==> src/rtl/if_fetch_unit.sv <==
// RV32 fetch unit: one outstanding imem request, single-entry decode buffer, redirect squash.
// Request-to-decode latency 2 cycles (zero-wait memory); stalls in HOLD while decode is not ready.
module if_fetch_unit #(
  parameter int unsigned     XLEN     = 32,
  parameter logic [XLEN-1:0] RESET_PC = '0
) (
  input  logic            clk,
  input  logic            rst,
  input  logic            redirect_valid,
  input  logic [XLEN-1:0] redirect_pc,
  output logic            imem_req_valid,
  input  logic            imem_req_ready,
  output logic [XLEN-1:0] imem_req_addr,
  input  logic            imem_rsp_valid,
  input  logic [31:0]     imem_rsp_data,
  output logic            if_valid,
  input  logic            if_ready,
  output logic [XLEN-1:0] if_pc,
  output logic [31:0]     if_instr
);

  localparam logic [1:0] ST_REQ  = 2'd0;
  localparam logic [1:0] ST_WAIT = 2'd1;
  localparam logic [1:0] ST_DROP = 2'd2;
  localparam logic [1:0] ST_HOLD = 2'd3;

  logic [1:0]      state_q, state_d;
  logic [XLEN-1:0] pc_q, pc_d;
  logic [XLEN-1:0] if_pc_q, if_pc_d;
  logic [31:0]     if_instr_q, if_instr_d;
  logic            if_valid_q, if_valid_d;

  always_comb begin
    state_d    = state_q;
    pc_d       = pc_q;
    if_pc_d    = if_pc_q;
    if_instr_d = if_instr_q;
    if_valid_d = if_valid_q;
    case (state_q)
      ST_REQ: begin
        if (redirect_valid) begin
          pc_d = redirect_pc;
        end else if (imem_req_ready) begin
          state_d = ST_WAIT;
        end
      end
      ST_WAIT: begin
        if (redirect_valid) begin
          pc_d    = redirect_pc;
          // A response arriving with the redirect is already stale; otherwise it is still in flight.
          state_d = imem_rsp_valid ? ST_REQ : ST_DROP;
        end else if (imem_rsp_valid) begin
          if_instr_d = imem_rsp_data;
          if_pc_d    = pc_q;
          if_valid_d = 1'b1;
          pc_d       = pc_q + XLEN'(4);
          state_d    = ST_HOLD;
        end
      end
      ST_DROP: begin
        if (redirect_valid) begin
          pc_d = redirect_pc;
        end
        if (imem_rsp_valid) begin
          state_d = ST_REQ;
        end
      end
      default: begin
        // Redirect takes priority: a decode handshake in the same cycle is void.
        if (redirect_valid) begin
          if_valid_d = 1'b0;
          pc_d       = redirect_pc;
          state_d    = ST_REQ;
        end else if (if_ready) begin
          if_valid_d = 1'b0;
          state_d    = ST_REQ;
        end
      end
    endcase
  end

  always_ff @(posedge clk) begin
    if (rst) begin
      state_q    <= ST_REQ;
      pc_q       <= RESET_PC;
      if_pc_q    <= '0;
      if_instr_q <= '0;
      if_valid_q <= 1'b0;
    end else begin
      state_q    <= state_d;
      pc_q       <= pc_d;
      if_pc_q    <= if_pc_d;
      if_instr_q <= if_instr_d;
      if_valid_q <= if_valid_d;
    end
  end

  assign imem_req_valid = (state_q == ST_REQ) & ~redirect_valid & ~rst;
  assign imem_req_addr  = {pc_q[XLEN-1:2], 2'b00};
  assign if_valid       = if_valid_q;
  assign if_pc          = if_pc_q;
  assign if_instr       = if_instr_q;

endmodule

==> config.mk <==
export PLATFORM = sky130hd
export DESIGN_NAME = if_fetch_unit
export DESIGN_NICKNAME = d
export VERILOG_FILES = /design/src/rtl/if_fetch_unit.sv
export SDC_FILE = /design/constraint.sdc
export NUM_CORES = 1
export LEC_CHECK = 0
export CAP_MARGIN = 5
export CORE_UTILIZATION = 60
export CTS_BUF_LIST = sky130_fd_sc_hd__clkbuf_16
export DETAILED_ROUTE_END_ITERATION = 6
export DONT_BUFFER_PORTS = 1
export PLACE_DENSITY = 0.8
export SKIP_LAST_GASP = 1
export SYNTH_ARGS = -nofsm -noshare
export SYNTH_HDL_FRONTEND = slang
export SYNTH_SLANG_ARGS = --single-unit
==> constraint.sdc <==
create_clock -name clk -period 2.15 [get_ports clk]
set_clock_uncertainty 0.05 [all_clocks]
set_input_delay 0.43 -clock clk [delete_from_list [all_inputs] [get_ports clk]]
set_output_delay 0.43 -clock clk [all_outputs]
set_load 0.01 [all_outputs]
### After elaboration in Yosys (flattened, before gate mapping)

Index checks and enable logic that the tools add are counted.
W data, S select, Z words.

| operators by class | value |
|---|---|
| add/subtract/negate cells | 1 |
| eq/ne operators | 8 |
| mux-type cells | 18 |
| bitwise operators | 5 |
| reduce and logical (&&, ||, !) cells | 10 |

Operator list:

| cell | count |
|---|---|
| $mux W32 | 4 |
| $add A32 B3 Y32 const B | 1 |
| $mux W2 | 8 |
| $ne A2 B2 Y1 const B | 5 |
| $pmux W2 S3 | 1 |
| $reduce_and A5 Y1 | 1 |
| $reduce_bool A5 Y1 | 1 |
| $mux W1 | 4 |
| $reduce_and A4 Y1 | 1 |
| $reduce_bool A2 Y1 | 2 |
| $ne A3 B3 Y1 const B | 1 |
| $not A1 Y1 | 3 |
| $reduce_and A3 Y1 | 1 |
| $reduce_bool A3 Y1 | 1 |
| $and A1 B1 Y1 | 2 |
| $eq A2 B1 Y1 const B | 1 |
| $eq A2 B2 Y1 const B | 1 |
| $logic_not A2 Y1 | 1 |
| $pmux W1 S2 | 1 |
| $reduce_and A2 Y1 | 1 |
| $reduce_or A2 Y1 | 1 |

| storage, ports and cells | value |
|---|---|
| flip-flop bits (word level) | 99 |
| input bits | 70 |
| word-level logic and storage cells | 47 |

### Longest topological paths before layout

Gate-level depths: netlist of run 1.

| logic depth | value |
|---|---|
| word-level depth | 4 |
| gate-level depth with buffers | 7 |
| gate-level depth less buffers | 6 |

### Worst setup path after synthesis of run 1

OpenSTA, ideal clock, no wires.

| timing path | value |
|---|---|
| kind | register to register |
| from | register pc_q[2] |
| to | register pc_q[28] |
| setup time | 0.086 ns |
| arrival time | 1.764 ns |
| data required time | 2.014 ns |
| setup slack | 0.251 ns |
| stages on the path, launching flop included | 8 |
| clock period less this slack | 1.899 ns |
| cell sequence | dfxtp_1 -> ha_1 -> nand3_2 -> or2_2 -> buf_2 -> nor4b_2 -> xnor2_1 -> a211oi_1 |

| between the ends | value |
|---|---|
| word-level cells in the longest chain between the ends | 4 |

Ends and longest elaborated chain:

| what | RTL line | text |
|---|---|---|
| start, declared | 28 | `logic [XLEN-1:0] pc_q, pc_d;` |
| start signal, assigned | 91 | `pc_q <= pc_d;` |
| $add A32 B3 Y32 | 56 | `pc_d = pc_q + XLEN'(4);` |
| $mux W32 | 52 | `end else if (imem_rsp_valid) begin` |
| $mux W32 | 48 | `if (redirect_valid) begin` |
| $mux W32 | -- |  |

Every way passes these cells. The select of a mux whose other input is x is not followed.
A chain may end at the register's enable or synchronous reset.

### Final worst setup path of run 1

| timing path | value |
|---|---|
| from | register pc_q[3] |
| to | register pc_q[30] |

Same word-level chain as after synthesis.

==> results of run 1 <==
-- worst max-delay path: cells and delay by family (launching register included) --
family,cells,cell delay (ns)
adder cells (fa/ha/maj),1,0.21
AO/OA/AOI/OAI,1,0.24
AND/OR/NAND/NOR,3,0.87
flip-flops,1,0.34
XOR/XNOR,1,0.11
-- area by class of cell --
cell class,instances,area share [%]
Clock inverter,7,0.959
Multi-Input combinational cell,395,44.0
Timing Repair Buffer,30,5.06
Clock buffer,9,4.79
Tap cell,96,2.56
Inverter,5,0.400
Sequential cell,99,42.2
-- flip-flops by register name, indices dropped and copies added, names as in the netlist --
register  cells
if_valid      1
state_q       2
if_pc        32
if_instr     32
pc_q         32
-- worst min-delay path by stage --
stage	endpoint	slack, ns	depth (start not counted)	from
finish	if_instr[25]	0.10	1	rst
global route	if_instr[21]	0.10	1	rst
CTS	if_instr[22]	0.10	1	rst
detailed placement	if_pc[0]	0.39	2	pc_q[0]
global placement	if_pc[0]	0.38	2	pc_q[0]
floorplan	if_pc[0]	0.38	2	pc_q[0]
-- cells in the final DEF, fill, tap and decap left out, types with 2 or more instances in the layout --
cell type | netlist | layout
nand2_1 | 153 | 152
dfxtp_1 | 99 | 99
a21oi_1 | 80 | 80
nor2_1 | 39 | 38
buf_4 | 32 | 29
xor2_1 | 15 | 15
nand4_1 | 14 | 14
a211oi_1 | 14 | 14
nand3_1 | 9 | 9
clkbuf_16 | 0 | 9
nor4_1 | 7 | 7
inv_1 | 5 | 7
and3_1 | 6 | 6
xnor2_1 | 6 | 6
o21ai_0 | 6 | 6
mux2i_1 | 3 | 3
and4_1 | 3 | 3
o21a_1 | 3 | 3
a2111oi_0 | 3 | 3
nand4_2 | 2 | 2
nor4_2 | 2 | 2
and2_1 | 2 | 2
nor3_1 | 2 | 2
a32o_1 | 2 | 2
a31oi_1 | 2 | 2
nand3b_1 | 2 | 2
conb_1 | 1 | 2
clkinvlp_4 | 0 | 2
-- through the flow --
stage                     util, %  instances  cell area (um^2)  total power [W]
after floorplan                 -        567              4440          0.00225
after global placement       63.4        625              4430          0.00226
after detailed placement     63.4        625              4430          0.00227
after CTS                    67.3        641              4700          0.00370
after global routing         67.3        641              4700          0.00381
final                        67.3        641              4700          0.00369
-- power by group through the flow --
| stage | registers (W) | logic [W] | clock network (W) |
|---|---|---|---|
| after floorplan | 0.00200 | 0.000253 | 0 |
| after global placement | 0.00201 | 0.000248 | 0 |
| after detailed placement | 0.00201 | 0.000255 | 0 |
| after CTS | 0.00197 | 0.000256 | 0.00148 |
| after global routing | 0.00198 | 0.000287 | 0.00155 |
| final | 0.00197 | 0.000257 | 0.00146 |
-- per-layer routing --
metal | track usage [%] | vias up
li1 | - | 1823
met1 | 31.6 | 1696
met2 | 47.6 | 186
met3 | 7.73 | 9
met4 | 9.54 | 0
met5 | 0 | -
-- cell families (layout without fill, tap and decap cells) --
kind of cell	after synthesis	after routing	synth area share, %
other	1	2	0.0845
buffers and inverters	73	51	9.00
AO/OA/AOI/OAI	116	116	15.0
multiplexers	3	3	0.677
XOR/XNOR	21	21	4.15
flip-flops	99	99	44.7
AND/OR/NAND/NOR	252	252	26.1
adder cells (fa/ha/maj)	1	1	0.282
==> out/qor.yml, run 1 <==
logic_synthesis:
  synth_common_cells: "nand2_1, dfxtp_1, a21oi_1, nor2_1, buf_4"
  synth_area_leader_cell: "dfxtp_1"
  synth-seq-cells: 99
  syn-cell-area_mm2: 0.00444
  synth.top_cell.area_share_pct: 44.7
  synth_warnings: 0
  ys_top_cells_by_area: "dfxtp_1, nand2_1, a21oi_1"
  syn_inst: 566
  async_flop_share_pct: 0
  synth-edff-count: 0
  avgSynthCellArea_um2: 7.84
  synth.most_common_cell: "nand2_1"
  ys_types: 47
  ys.flop_type: "dfxtp_1"
  yosysSeqAreaShare_pct: 44.7
grt:
  globalRouteOverflowTotal: 0
  grt_pass1_vias: 3457
  grt_max_degree: 101
  grt_pass1_wl_um: 16300
  track_usage_pct: 27.2
  antenna_found_initial: 0
setup_path:
  worstPathRequired_ns: 2.35
  slowest_delay_ns: 0.42
  r2r_setup_slack_ns: 0.25
  crit_slowest_cell: "or2_2"
  crit_type: "reg2reg"
  crit_start: "pc_q[3]"
  start_kind: "flop"
  r2r_start: "pc_q[3]"
  arrival_ns: 2.10
  crit_fanout: 8
  r2r-end: "pc_q[30]"
  path_cells: "ha_1, nand3_2, or2_2, nor4_2, xnor2_1, a211oi_1"
  crit_path_end_kind: "flop"
  crit_end: "pc_q[30]"
  ff2ff_path_depth: 6
floorplan:
  die_width_um: 88.0
  dieArea_mm2: 0.00774
  core_area_mm2: 0.00698
  die_y_um: 88.0
  row_count: 30
  initial_utilization_pct: 63.5
  io_pins: 168
sta:
  slew_viol_final: 0
  hold_violations: 0
  fmax_mhz: 527
  timing.final.crit_share_pct: 88.3
  setup_viol: 0
  max-slew-margin-rel_pct: 58.1
  tightestPinTransition_ns: 0.622
  layout_setup_ws_ns: 0.252
  whs_ns: 0.104
  finalSetupTns_ns: 0
  grt_setup_unrepaired: "false"
  layout_min_cycle_time_ns: 1.90
clock_network:
  postCtsSetupRepairBufs: 0
  cts_tree: "built"
  cts_root_buf: "clkbuf_16"
  clk_pin_slew_ns: 0.07
  h-tree-depth: 3
  clockBufferDepth: 2
  cts_hold_buf: 0
  clock_latency_ns: 0.34
  cts_sinks: 99
  cts_resized: 0
  numCtsBuffers: 9
final_layout:
  nFillCells: 599
  num-nets-final: 611
  num_antenna_cells: 0
  drive_above_1_share_pct: 10.5
  multiInputGateArea_mm2: 0.00207
  syn2layout_area_growth_pct: 5.90
  seqCellArea_mm2: 0.00198
detailed_routing:
  wirelength_um: 10900
  drtPass1Iterations: 4
  wl_met1_um: 4390
  wl_met2_um: 5240
  vias: 3714
  highest_layer: "met4"
  drc: 0
  vias_per_cell: 5.79
  ant_nets: 0
  wl_per_cell_um: 17.0
  drt_iter0_drc: 197
  wl_met3_um: 1130
place:
  dp_slack_ns: 0.273
  portBuffers: 0
  dp.final_hpwl_um: 7710
  gp_congestion: 0.906
power_and_ir_drop:
  pwr-share-seq_pct: 53.5
  combPwrFrac_pct: 7.0
  p_sw_w: 0.000906
  vdd_drop_max_uv: 488
  p_clk_share_pct: 39.5
  switching_share_pct: 24.6
  p_leak_nw: 1.65
  p_int_w: 0.00278
  power_density_mw_per_mm2: 785
flow_run:
  maxCapViolCount: 0
min_path:
  hp-class: "in2reg"
outcome:
  status: "completed"
No activity file was read; power rests on OpenSTA's default activity.
==> inputs of run 2 (changes only) <==
--- a/config.mk
+++ b/config.mk
@@ -8,6 +8,7 @@
 export CAP_MARGIN = 5
 export CORE_UTILIZATION = 60
 export CTS_BUF_LIST = sky130_fd_sc_hd__clkbuf_16
+export CTS_CLUSTER_DIAMETER = 120
 export DETAILED_ROUTE_END_ITERATION = 6
 export DONT_BUFFER_PORTS = 1
 export PLACE_DENSITY = 0.8
==> results of run 2 <==
Final layout, timing and power as in run 1 (identical DEF).
